**src/rtl/iob_clint_cmp_ctrl.sv**
```systemverilog
// iob_clint_cmp_ctrl
// Arbitrates per-hart mtimecmp update requests round-robin and turns the
// granted 64-bit compare value into 32-bit bus writes towards the timer.
// Optional macro IOB_CLINT_CMP_CTRL_SAFE_SEQ_EN: first parks the high word at
// all ones so the compare cannot match spuriously while the low word changes.
// Without it only the low and high words are written.
module iob_clint_cmp_ctrl #(
    parameter int                ADDR_W   = 16,
    parameter int                DATA_W   = 32,
    parameter int                N_CORES  = 1,
    parameter logic [ADDR_W-1:0] CMP_BASE = ADDR_W'(16'h4000)
) (
    input  logic                  clk,
    input  logic                  rst,
    input  logic [N_CORES-1:0]    req_valid,
    input  logic [64*N_CORES-1:0] req_cmp,
    output logic [N_CORES-1:0]    req_ack,
    output logic                  m_valid,
    output logic [ADDR_W-1:0]     m_address,
    output logic [DATA_W-1:0]     m_wdata,
    output logic [DATA_W/8-1:0]   m_wstrb,
    input  logic                  m_ready,
    output logic                  busy
);

    localparam int GW = (N_CORES > 1) ? $clog2(N_CORES) : 1;

    typedef enum logic [2:0] {
        IDLE,
        WR_HMAX,
        GAP,
        WR_LO,
        WR_HI,
        ACK
    } state_t;

    state_t              state, state_n;
    state_t              gap_next, gap_next_n;
    logic [GW-1:0]       grant, grant_n;
    logic [63:0]         cmp_lat, cmp_n;
    logic                found;
    int                  rr_idx;
    logic                hs;

    logic                m_valid_n;
    logic [ADDR_W-1:0]   m_address_n;
    logic [DATA_W-1:0]   m_wdata_n;
    logic [DATA_W/8-1:0] m_wstrb_n;
    logic [N_CORES-1:0]  req_ack_n;
    logic [ADDR_W-1:0]   slot_addr;

    assign hs   = m_valid && m_ready;
    assign busy = (state != IDLE);

    // Next-state logic: round-robin grant in IDLE, then walk the write sequence.
    // The grant register doubles as the round-robin pointer.
    always_comb begin
        state_n    = state;
        gap_next_n = gap_next;
        grant_n    = grant;
        cmp_n      = cmp_lat;
        found      = 1'b0;
        rr_idx     = 0;
        case (state)
            IDLE: begin
                for (int k = 1; k <= N_CORES; k++) begin
                    rr_idx = int'(grant) + k;
                    if (rr_idx >= N_CORES) begin
                        rr_idx = rr_idx - N_CORES;
                    end
                    if (!found && req_valid[rr_idx]) begin
                        found   = 1'b1;
                        grant_n = GW'(rr_idx);
                    end
                end
                if (found) begin
                    cmp_n = req_cmp[int'(grant_n)*64 +: 64];
`ifdef IOB_CLINT_CMP_CTRL_SAFE_SEQ_EN
                    state_n = WR_HMAX;
`else
                    state_n = WR_LO;
`endif
                end
            end
            WR_HMAX: begin
                if (hs) begin
                    state_n    = GAP;
                    gap_next_n = WR_LO;
                end
            end
            WR_LO: begin
                if (hs) begin
                    state_n    = GAP;
                    gap_next_n = WR_HI;
                end
            end
            GAP: begin
                state_n = gap_next;
            end
            WR_HI: begin
                if (hs) begin
                    state_n = ACK;
                end
            end
            ACK: begin
                state_n = IDLE;
            end
            default: begin
                state_n = IDLE;
            end
        endcase
    end

    // Bus and ack values for the state being entered, so every output is a register.
    always_comb begin
        m_valid_n   = 1'b0;
        m_address_n = '0;
        m_wdata_n   = '0;
        m_wstrb_n   = '0;
        req_ack_n   = '0;
        slot_addr   = CMP_BASE + (ADDR_W'(grant_n) << 3);
        case (state_n)
            WR_HMAX: begin
                m_valid_n   = 1'b1;
                m_address_n = slot_addr + ADDR_W'(4);
                m_wdata_n   = DATA_W'(32'hFFFF_FFFF);
                m_wstrb_n   = '1;
            end
            WR_LO: begin
                m_valid_n   = 1'b1;
                m_address_n = slot_addr;
                m_wdata_n   = DATA_W'(cmp_n[31:0]);
                m_wstrb_n   = '1;
            end
            WR_HI: begin
                m_valid_n   = 1'b1;
                m_address_n = slot_addr + ADDR_W'(4);
                m_wdata_n   = DATA_W'(cmp_n[63:32]);
                m_wstrb_n   = '1;
            end
            ACK: begin
                req_ack_n = N_CORES'(1) << grant_n;
            end
            default: begin
                m_valid_n = 1'b0;
            end
        endcase
    end

    // State, grant pointer, latched compare value and registered outputs.
    always_ff @(posedge clk or posedge rst) begin
        if (rst) begin
            state     <= IDLE;
            gap_next  <= WR_LO;
            grant     <= GW'(N_CORES - 1);
            cmp_lat   <= '0;
            m_valid   <= 1'b0;
            m_address <= '0;
            m_wdata   <= '0;
            m_wstrb   <= '0;
            req_ack   <= '0;
        end else begin
            state     <= state_n;
            gap_next  <= gap_next_n;
            grant     <= grant_n;
            cmp_lat   <= cmp_n;
            m_valid   <= m_valid_n;
            m_address <= m_address_n;
            m_wdata   <= m_wdata_n;
            m_wstrb   <= m_wstrb_n;
            req_ack   <= req_ack_n;
        end
    end

endmodule

```
**config.mk**
```make
export PLATFORM = sky130hd
export DESIGN_NAME = iob_clint_cmp_ctrl
export DESIGN_NICKNAME = d
export VERILOG_FILES = /design/src/rtl/iob_clint_cmp_ctrl.sv
export SDC_FILE = /design/constraint.sdc
export NUM_CORES = 1
export LEC_CHECK = 0
export CORE_MARGIN = 2
export CORE_UTILIZATION = 40
export DETAILED_ROUTE_END_ITERATION = 10
export GPL_ROUTABILITY_DRIVEN = 0
export MAX_ROUTING_LAYER = met4
export PLACE_DENSITY_LB_ADDON = 0.08
export SLEW_MARGIN = 25
export SYNTH_ARGS = -nofsm -noshare
export SYNTH_HDL_FRONTEND = slang
export SYNTH_SLANG_ARGS = --single-unit
```
**constraint.sdc**
```tcl
create_clock -name clk -period 4.3 [get_ports clk]
set_input_delay 0.43 -clock clk [delete_from_list [all_inputs] [get_ports clk]]
set_output_delay 0.43 -clock clk [all_outputs]
set_load 0.01 [all_outputs]
```
# --- Word-level counts from Yosys, hierarchy flattened ---
# Cells that the tools add are included.
op_classes:
  order_cmp: 2
  eq_ne: 10
  n_shift: 2
  muxes: 23
  n_reduce_logical: 8
  n_addsub: 4
ops:
  columns: ["op", "count"]
  rows:
  - ["2-to-1 mux 64 bit", 2]
  - ["one-hot mux 32 bit (3 select lines)", 1]
  - ["2-to-1 mux 32 bit", 2]
  - ["variable part select 64 x 8 -> 64 bit", 1]
  - ["less-than comparator 32 x 2 -> 1 bit, second input constant", 1]
  - ["one-hot mux 16 bit (2 select lines)", 1]
  - ["adder 15 x 4 -> 16 bit, first input constant", 1]
  - ["adder 16 x 3 -> 16 bit, second input constant", 1]
  - ["2-to-1 mux 3 bit", 5]
  - ["one-hot mux 3 bit (4 select lines)", 1]
  - ["== test 3 x 2 -> 1 bit, second input constant", 3]
  - ["== test 3 bit, second input constant", 3]
  - ["2-to-1 mux 1 bit", 9]
  - ["== test 3 x 1 -> 1 bit, second input constant", 2]
  - ["one-hot mux 3 bit (2 select lines)", 1]
  - ["2-to-1 mux 4 bit", 1]
  - ["inequality test 2 bit, second input constant", 2]
  - ["OR reduction 2 bit", 2]
  - ["logical NOT 3 bit", 1]
  - ["AND reduction 3 bit", 1]
  - ["nonzero test 3 bit", 1]
  - ["OR reduction 3 bit", 1]
  - ["subtractor 2 x 1 -> 3 bit, second input constant", 1]
  - ["adder 1 x 1 -> 2 bit, second input constant", 1]
  - ["4 further kinds", 4]
word_totals:
  out_inout_bits: 55
  word_cells: 58
  in_bits: 68
  ff_bits: 125

# --- Logic depth before layout (Yosys ltp) ---
# Gate-level depths: netlist of run 1.
logic_depth:
  ltp_word: 14
  ltp_mapped: 8
  depth_no_buf: 4

# --- Worst setup path after synthesis of run 1 ---
# Ideal clock, no wire load.
synth_path:
  kind: "register -> register"
  from: "reg state[2]"
  to: "reg m_wdata[10]"
  setup_slack_ns: 2.199
  t_arrival_ns: 1.977
  path_buffers: 3
  synth_period_minus_slack_ns: 2.101
  stages_incl_launch_ff: 8
  cell_sequence: "dfrtp_1 > buf_6 > or4b_4 > buf_6 > buf_12 > mux2_4 > and2_1 > a211o_1"
synth_between:
  word_cells_on_any_way: 15
  classes_between: "eq/ne: 7; mux: 6; reduce/logical: 2"
synth_rtl:
  columns: ["item", "line", "source"]
  rows:
  - ["from (decl)", "37", "state_t state, state_n;"]
  - ["from (signal assigned)", "163", "state <= state_n;"]
  - ["logical NOT 3 bit", "64", "case (state)"]
  - ["2-to-1 mux 64 bit", "64", null]
  - ["net cmp_n[10]", "40", "logic [63:0] cmp_lat, cmp_n;"]
  - ["one-hot mux 32 bit (3 select lines)", "122", "case (state_n)"]
  - ["net m_wdata_n[10]", "47", "logic [DATA_W-1:0] m_wdata_n;"]
  - ["to (signal assigned)", "169", "m_wdata <= m_wdata_n;"]
  - ["to (decl)", "20", "output logic [DATA_W-1:0] m_wdata,"]
# The timed path passes the listed nets, and every way through them passes these cells.
# A chain may end at the register's enable or synchronous reset.

# --- Final worst setup path of run 1 ---
layout_path:
  from: "reg state[0]"
  to: "reg m_wdata[18]"
# The elaborated chain is that of the path after synthesis.

==> results of run 1 <==
## kinds of logic after synthesis
logic type	Yosys count	share of synthesized area [%]
buffers and inverters	50	6.55
other	1	0.0778
AND/OR/NAND/NOR	145	16.9
flip-flops	107	55.6
multiplexers	34	10.3
AO/OA/AOI/OAI	74	10.6
## how the worst max path moves through the flow
stage,startpoint,slack [ns],cells after the start,end
floorplan,rst,1.05,1,cmp_lat[0]$_DFF_PP0_
global placement,req_valid,1.34,6,m_wdata[20]$_DFF_PP0_
detailed placement,req_valid,1.31,6,m_wdata[21]$_DFF_PP0_
CTS,state[0]$_DFF_PP0_,1.61,5,m_wdata[18]$_DFF_PP0_
global route,state[0]$_DFF_PP0_,1.51,5,m_wdata[16]$_DFF_PP0_
finish,state[0]$_DFF_PP0_,1.64,5,m_wdata[18]$_DFF_PP0_
## through the flow
stage | utilization [%] | worst slack [ns] | instances | hold slack [ns]
finish | 52.8 | 1.64 | 653 | 0.489
global route | 52.8 | 1.51 | 653 | 0.501
CTS | 52.8 | 1.61 | 653 | 0.493
detailed placement | 49.7 | 1.31 | 638 | 0.475
global placement | 49.7 | 1.34 | 638 | 0.472
floorplan | - | 1.05 | 423 | 0.459
## power by group through the flow
stage | clock, mW | combinational [mW] | sequential, mW
2_1_floorplan | 0 | 1.18 | 1.68
3_3_place_gp | 0 | 1.78 | 1.67
3_5_place_dp | 0 | 1.82 | 1.68
4_1_cts | 1.01 | 1.83 | 1.66
5_1_grt | 1.06 | 1.99 | 1.71
6_report | 0.989 | 1.81 | 1.66
## layer usage
metal	vias to the layer above	GRT usage, %	wire [microns]
met5	-	-	0
met4	0	5.85	134
met3	10	2.87	418
met2	62	25.7	4780
met1	1544	23.3	4930
li1	1514	-	-
## sequential cells by signal, summed over array words and instances, names as in the netlist
name and flops:
m_wstrb 1, m_wdata 32, req_ack 1, cmp_lat 64, state 3, gap_next 2, grant 1, m_address 3
## worst reg2reg max path, stage by stage, from the launching register on
cell     delay, ns
dfrtp_1       0.50
or4b_4        0.93
buf_4         0.37
mux2_4        0.32
and2_1        0.16
a211o_1       0.26
## cells in the final DEF, fill, tap and decap left out, drive strengths merged
master | synthesis | final
clkinv | 1 | 2
or2 | 1 | 1
dfrtp | 106 | 106
a21oi | 2 | 2
a221o | 1 | 1
clkdlybuf4s50 | 0 | 109
nor2b | 32 | 32
or4b | 2 | 2
a32o | 1 | 1
nor2 | 3 | 3
and2 | 31 | 31
nand2 | 38 | 38
conb | 1 | 13
clkbuf | 19 | 10
dfstp | 1 | 1
o21ai | 35 | 35
nand2b | 33 | 33
a211o | 31 | 31
or3 | 4 | 4
buf | 29 | 7
inv | 1 | 1
a31o | 1 | 1
mux2 | 34 | 34
o31a | 1 | 1
nand3 | 1 | 1
a211oi | 2 | 2
bufinv | 0 | 4
## layout make-up
class / count / area [sq um] / area share (%)
clock buffers: 10 / 239 / 3.82
clock inverters: 5 / 125 / 2.00
inverters: 2 / 10.0 / 0.160
multi-input cells: 266 / 1880 / 30.0
flip-flops and latches: 107 / 2680 / 42.8
well taps: 147 / 184 / 2.94
repair buffers: 116 / 1140 / 18.3
==> results.py, run 1 <==
metrics = {
    "power": {
        "vdd_ir_drop_max_mv": 0.394,
        "power_mw": 4.46,
        "p_comb_share_pct": 40.6,
        "internal_power_mw": 3.12,
        "clkPwrFrac_pct": 22.2,
        "power.density_nw_per_um2": 711,
        "p_sw_share_pct": 30.0,
        "cellLeakagePower_nw": 3.03,
        "seqPwrFrac_pct": 37.2,
        "p_sw_mw": 1.34,
    },
    "detailed_routing": {
        "drcViolationCount": 0,
        "ant_nets": 0,
        "wirelength_microns": 10300,
        "firstDrtPassIters": 4,
        "via_per_inst": 4.79,
        "vias": 3130,
        "routedWlPerCell_microns": 15.7,
        "drtIter0Drc": 140,
    },
    "setup_path": {
        "path_class": "flop to flop",
        "cp_num_buf_inv": 1,
        "required_ns": 4.52,
        "cp_top_family": "simple AND/OR/NAND/NOR gates",
        "crit_path_start_kind": "flop",
        "rrSetupSlack_ns": 1.64,
        "r2r_cells": 5,
        "r2r-start": "state[0]$_DFF_PP0_",
        "crit_chain": "or4b_4 -> buf_4 -> mux2_4 -> and2_1 -> a211o_1",
        "crit_fanout": 71,
        "crit_arrival_ns": 2.88,
        "cpMaxStageDelayCell": "or4b_4",
        "cp-end-kind": "flop",
        "max_stage_delay_ns": 0.93,
        "worst_r2r_endpoint": "m_wdata[18]$_DFF_PP0_",
    },
    "timing": {
        "fin_crit_sh_pct": 61.8,
        "relSlewSlack_pct": 41.1,
        "worst_pin_slew_ns": 0.883,
        "min_period_ns": 2.66,
        "fmaxAchievable_mhz": 376,
        "rsz0062_at_grt": "no",
        "finalSetupTns_ns": 0,
        "setup_violations": 0,
        "finalHoldViolCount": 0,
        "drv_slew": 0,
        "fin_skew_ns": 0.00540,
    },
    "finish": {
        "design_area_sq_um": 6260,
        "fin_nets": 570,
        "syn_to_final_growth_pct": 30.0,
        "diodes": 0,
        "num-fill-cells": 1072,
        "drive_above_1_share_pct": 12.6,
    },
    "global_routing": {
        "overflow": 0,
        "antenna_found_initial": 0,
        "grt_start_max_net_pins": 72,
        "grt_first_pass_wirelength_microns": 16700,
        "grt_usage_pct": 17.0,
        "grt_pass1_vias": 3208,
    },
    "clock_tree": {
        "cts_buffers": 9,
        "holdBufCountCts": 0,
        "cts_tree": "built",
        "postCtsSetupRepairBufs": 0,
        "clock_path_buffers": 2,
        "clk_latency_ns": 0.34,
        "cts_sinks": 107,
        "clkTransAtPathRegs_ns": 0.07,
        "cts_htree_levels": 3,
        "cts_resized": 0,
        "root_buffer": "clkbuf_16",
    },
    "yosys": {
        "ys.flop_type": "dfrtp_1",
        "yosysWarnings": 0,
        "async_flop_share_pct": 100,
        "synth_area_sq_um": 4820,
        "synthTopCellsByCount": "dfrtp_1 (106), nand2_1 (38), o21ai_0 (35), nand2b_1 (33), nor2b_1 (32)",
        "syn-instance-count": 411,
        "synthTopCellsByArea": "dfrtp_1 (55%), mux2_4 (9.4%), a211o_1 (5.6%), nand2b_1 (4.3%), nor2b_1 (4.2%)",
        "synth.most_common_cell": "dfrtp_1",
        "seq_area_frac_synth_pct": 55.6,
        "synth_edf_count": 0,
        "synth_top_area_share_pct": 55.1,
        "ys_ff_latch": 107,
        "syn_area_per_cell_sq_um": 11.7,
        "ys_types": 30,
        "synth_largest_area_cell": "dfrtp_1",
    },
    "placement": {
        "hpwl_microns": 6300,
        "portBuffers": 109,
        "dpl-instance-area_sq_um": 5900,
    },
    "floorplan": {
        "fp.dieW_microns": 114,
        "die_h_microns": 114,
        "pin_count": 123,
        "num_rows": 40,
        "core-area_sq_um": 11900,
        "initial_core_util_pct": 40.6,
        "die-area_sq_um": 12900,
    },
    "worst_hold_path": {
        "hold_start": "cmp_lat[1]$_DFF_PP0_",
        "holdPathStages": 1,
        "hold-path-endpoint": "cmp_lat[1]$_DFF_PP0_",
        "hp-class": "flop to flop",
    },
    "status": {
        "status": "complete, no violations",
    },
    "run": {
        "maxCapViolations": 0,
    },
}
No activity file was read; power rests on OpenSTA's default activity.
==> run 2, diff against run 1 <==
==> constraint.sdc (replaced) <==
create_clock -name clk -period 2.8 [get_ports clk]
set_input_delay 0.28 -clock clk [delete_from_list [all_inputs] [get_ports clk]]
set_output_delay 0.28 -clock clk [all_outputs]
set_load 0.01 [all_outputs]
==> run 2 against run 1 <==
  * Routed wire length up 1.2%
  * Critical endpoint is now m_wdata[4]$_DFF_PP0_
  * Clock skew grew 0.0070 ns
  * Via count is 1.4% higher
  * Fmax is 17% higher
  * Critical path type unchanged
==> results.py, run 2 (synthesis gave the netlist of run 1 again) <==
metrics = {
    "status": {
        "status": "complete, no violations",
    },
    "global_routing": {
        "grt_pass1_vias": 3285,
        "grt_usage_pct": 17.4,
        "grt_busiest_layer": "met2",
        "grt_first_pass_wirelength_microns": 17000,
        "antenna_found_initial": 0,
        "grt_start_max_net_pins": 50,
        "use_met3_pct": 2.66,
        "gr-usage-met1_pct": 23.7,
        "overflow": 0,
        "use_met2_pct": 26.9,
    },
    "detailed_routing": {
        "drtIter0Drc": 147,
        "firstDrtPassIters": 4,
        "vias": 3173,
        "routedWlPerCell_microns": 15.8,
        "drcViolationCount": 0,
        "wirelength_microns": 10400,
        "ant_nets": 0,
        "via_per_inst": 4.83,
    },
    "finish": {
        "largest_register_ffs": 64,
        "diodes": 0,
        "drive_above_1_share_pct": 12.9,
        "design_area_sq_um": 6300,
        "layout_common_cells": "clkdlybuf4s50_1 (109), dfrtp_1 (105), nand2_1 (38), o21ai_0 (35), nand2b_1 (33)",
        "syn_to_final_growth_pct": 30.8,
        "layout_commonest_cell": "clkdlybuf4s50_1",
        "reg_top3": "cmp_lat (64), m_wdata (32)",
        "fin_cells": 657,
        "top_register": "cmp_lat",
        "post-route-util_pct": 53.1,
        "fin_nets": 574,
    },
    "placement": {
        "post-place-ws_ns": 0.344,
        "dpl-instance-area_sq_um": 5990,
        "dp.cells": 642,
        "portBuffers": 109,
        "hpwl_microns": 6770,
    },
    "clock_tree": {
        "cts_buffers": 9,
        "postCtsSetupRepairBufs": 0,
        "clock_path_buffers": 2,
        "clkTransAtPathRegs_ns": 0.07,
        "holdBufCountCts": 0,
        "cts_sinks": 107,
        "cts_htree_levels": 3,
        "root_buffer": "clkbuf_16",
        "clk_latency_ns": 0.34,
        "cts_tree": "built",
        "cts_resized": 0,
    },
    "setup_path": {
        "path_class": "flop to flop",
        "crit_arrival_ns": 2.50,
        "crit_path_start_kind": "flop",
        "cp-end-kind": "flop",
        "required_ns": 3.02,
        "crit_fanout": 43,
    },
    "floorplan": {
        "num_rows": 40,
        "fp.dieW_microns": 114,
        "die-area_sq_um": 12900,
        "initial_core_util_pct": 40.6,
        "core-area_sq_um": 11900,
        "pin_count": 123,
        "die_h_microns": 114,
    },
    "power": {
        "vdd_ir_drop_max_mv": 0.410,
        "power.density_nw_per_um2": 1060,
        "power_mw": 6.68,
        "cellLeakagePower_nw": 3.04,
    },
    "timing": {
        "fin_crit_sh_pct": 81.3,
        "rsz0062_at_grt": "no",
        "drv_slew": 0,
        "worst_pin_slew_ns": 0.704,
        "relSlewSlack_pct": 53.1,
        "finalSetupTns_ns": 0,
        "fin_ws_ns": 0.524,
        "finalHoldViolCount": 0,
        "fin_skew_ns": 0.0124,
        "fmaxAchievable_mhz": 439,
        "min_period_ns": 2.28,
        "whs_ns": 0.395,
        "setup_violations": 0,
    },
    "worst_hold_path": {
        "hp-class": "input port to async pin",
    },
    "run": {
        "maxCapViolations": 0,
    },
}
[run 2: cell count changes in the layout (fill, tap and decap cells not counted), sizes merged]
cell / previous run / this run
clkbuf: 10 / 11
clkinvlp: 0 / 2
buf: 7 / 11
inv: 1 / 0
bufinv: 4 / 2
[run 2: where the power goes]
| group | total, mW | internal (mW) | switching, mW |
|---|---|---|---|
| clock network | 1.32 | 0.782 | 0.539 |
| logic | 2.80 | 1.57 | 1.24 |
| registers | 2.55 | 2.27 | 0.278 |
[run 2: cell type report]
class	instances	area (sq um)
multi-input combinational	266	1880
tap	147	184
clock buffer	11	233
sequential	107	2680
fill	1047	5560
clock inverter	4	76.3
timing repair buffer	120	1240
inverter	2	11.3
[run 2: final timing paths]
kind	from	slack, ns	endpoint	depth (start not counted)
max	state[0]$_DFF_PP0_	0.52	m_wdata[4]$_DFF_PP0_	5
min	rst	0.40	m_wdata[20]$_DFF_PP0_	2
max reg2reg	state[0]$_DFF_PP0_	0.52	m_wdata[4]$_DFF_PP0_	5
min reg2reg	cmp_lat[16]$_DFF_PP0_	0.49	cmp_lat[16]$_DFF_PP0_	1
max in group asynchronous	rst	1.70	gap_next[1]$_DFFE_PP1P_	3
min in group clk	cmp_lat[16]$_DFF_PP0_	0.49	cmp_lat[16]$_DFF_PP0_	1
[run 2: metal layers]
metal | up-vias | wire length [microns]
li1 | 1540 | -
met1 | 1556 | 4850
met5 | - | 0
met4 | 0 | 114
met2 | 68 | 5030
met3 | 9 | 391
[run 2: critical path: stages, from the launching register on]
cell	delay [ns]
dfrtp_1	0.50
or4b_4	0.67
buf_12	0.23
mux2_4	0.32
and2_1	0.15
a211o_1	0.25
==> run 3, diff against run 2 <==
==> constraint.sdc (replaced) <==
create_clock -name clk -period 2.2 [get_ports clk]
set_input_delay 0.22 -clock clk [delete_from_list [all_inputs] [get_ports clk]]
set_output_delay 0.22 -clock clk [all_outputs]
set_load 0.01 [all_outputs]
==> run 3 against run 2 <==
  * Flip-flop and latch count is the same
  * Power rose by 29%
  * Core utilization increased by 0.60 points
  * Fmax increased by 11%
  * Register-to-register slack worse by 0.38 ns
  * Global-route usage decreased by 0.15 points
  * Die area unchanged
  * Worst setup slack lost 0.38 ns
  * Hold slack worse by 0.079 ns
  * Combinational power up 34%
  * Largest cell class unchanged
  * Highest routed layer unchanged
==> results.py, run 3 (synthesis gave the netlist of run 1 again) <==
metrics = {
    "setup_path": {
        "r2r_cells": 5,
        "cp-end-kind": "flop",
        "crit_path_start_kind": "flop",
        "r2r-start": "state[2]$_DFF_PP0_",
        "crit_fanout": 28,
        "required_ns": 2.42,
        "max_stage_delay_ns": 0.61,
        "crit_arrival_ns": 2.28,
        "path_class": "flop to flop",
        "rrSetupSlack_ns": 0.14,
        "crit_chain": "or4b_4 -> buf_12 -> mux2_4 -> and2_1 -> a211o_1",
        "cp_num_buf_inv": 1,
        "worst_r2r_endpoint": "m_wdata[5]$_DFF_PP0_",
        "cpMaxStageDelayCell": "or4b_4",
        "cp_top_family": "simple AND/OR/NAND/NOR gates",
    },
    "global_routing": {
        "grt_usage_pct": 17.2,
        "overflow": 0,
        "grt_first_pass_wirelength_microns": 16900,
        "grt_start_max_net_pins": 65,
        "grt_pass1_vias": 3264,
        "antenna_found_initial": 0,
    },
    "power": {
        "clkPwrFrac_pct": 19.6,
        "vdd_ir_drop_max_mv": 0.528,
        "internal_power_mw": 5.98,
        "power_mw": 8.61,
        "power.density_nw_per_um2": 1350,
        "seqPwrFrac_pct": 37.0,
        "p_sw_mw": 2.63,
        "p_sw_share_pct": 30.6,
        "cellLeakagePower_nw": 3.08,
        "p_comb_share_pct": 43.4,
    },
    "clock_tree": {
        "root_buffer": "clkbuf_16",
        "cts_sinks": 107,
        "cts_resized": 0,
        "cts_buffers": 9,
        "postCtsSetupRepairBufs": 0,
        "clkTransAtPathRegs_ns": 0.07,
        "holdBufCountCts": 0,
        "clk_latency_ns": 0.34,
        "cts_htree_levels": 3,
        "cts_tree": "built",
        "clock_path_buffers": 2,
    },
    "detailed_routing": {
        "routedWlPerCell_microns": 15.4,
        "via_per_inst": 4.78,
        "drtIter0Drc": 93,
        "vias": 3175,
        "drcViolationCount": 0,
        "firstDrtPassIters": 4,
        "wirelength_microns": 10200,
        "ant_nets": 0,
    },
    "timing": {
        "finalHoldViolCount": 0,
        "whs_ns": 0.316,
        "fin_crit_sh_pct": 93.5,
        "fmaxAchievable_mhz": 486,
        "drv_slew": 0,
        "finalSetupTns_ns": 0,
        "rsz0062_at_grt": "no",
        "setup_violations": 0,
        "min_period_ns": 2.06,
        "fin_skew_ns": 0.00709,
        "fin_ws_ns": 0.142,
    },
    "floorplan": {
        "initial_core_util_pct": 40.6,
        "num_rows": 40,
        "core-area_sq_um": 11900,
        "die_h_microns": 114,
        "fp.dieW_microns": 114,
        "die-area_sq_um": 12900,
        "pin_count": 123,
    },
    "finish": {
        "diodes": 0,
        "fin_cells": 664,
        "top_register": "cmp_lat",
        "fin_nets": 580,
        "layout_commonest_cell": "clkdlybuf4s50_1",
        "num-fill-cells": 1069,
        "post-route-util_pct": 53.7,
        "reg_top3": "cmp_lat (64), m_wdata (32)",
        "layout_common_cells": "clkdlybuf4s50_1 (109), dfrtp_1 (105), nand2_1 (38), o21ai_0 (35), nand2b_1 (33)",
        "design_area_sq_um": 6370,
        "drive_above_1_share_pct": 14.1,
        "syn_to_final_growth_pct": 32.3,
        "largest_register_ffs": 64,
    },
    "placement": {
        "hpwl_microns": 6610,
        "post-place-ws_ns": -0.120,
        "portBuffers": 109,
        "dp.cells": 648,
        "dpl-instance-area_sq_um": 6060,
    },
    "run": {
        "maxCapViolations": 0,
    },
    "worst_hold_path": {
        "hp-class": "input port to async pin",
    },
    "status": {
        "status": "complete, no violations",
    },
}
-- run 3: cell count changes in the layout (fill, tap and decap cells not counted), sizes merged --
cell and change:
clkinv +1, buf +6
-- run 3: final cells by class --
class                      instances  area [sq um]  area share [%]
clock buffer                      11           233            3.65
clock inverter                     5          77.6            1.22
sequential                       107          2680            42.1
tap                              147           184            2.89
multi-input combinational        266          1880            29.5
timing repair buffer             126          1310            20.5
inverter                           2          11.3           0.177
-- run 3: power groups by stage --
stage                     sequential, mW  combinational [mW]  clock, mW
after floorplan                     3.29                2.31          0
after global placement              3.22                3.70          0
after detailed placement            3.22                3.77          0
after CTS                           3.19                3.80       1.72
after global routing                3.27                4.11       1.82
final                               3.19                3.74       1.69
-- run 3: per-layer routing --
metal  global-route usage, %  routed length (microns)
met5                       -                        0
met4                    6.10                      114
met3                    3.19                      438
met2                    26.4                     4840
met1                    23.2                     4840
-- run 3: tightest hold or removal path: cells and delay by family --
kind | cells | cell delay, ns
buffers and inverters | 3 | 0.81
-- run 3: worst max path at each step --
stage | from | to | slack, ns | cells past startpoint
global route | state[2]$_DFF_PP0_ | m_wdata[14]$_DFF_PP0_ | 0.09 | 5
detailed placement | req_valid | m_wdata[2]$_DFF_PP0_ | -0.12 | 6
CTS | state[2]$_DFF_PP0_ | m_wdata[24]$_DFF_PP0_ | 0.14 | 5
floorplan | state[2]$_DFF_PP0_ | m_wdata[10]$_DFF_PP0_ | 0.1 | 7
global placement | req_valid | m_wdata[9]$_DFF_PP0_ | -0.09 | 6
finish | state[2]$_DFF_PP0_ | m_wdata[5]$_DFF_PP0_ | 0.14 | 5
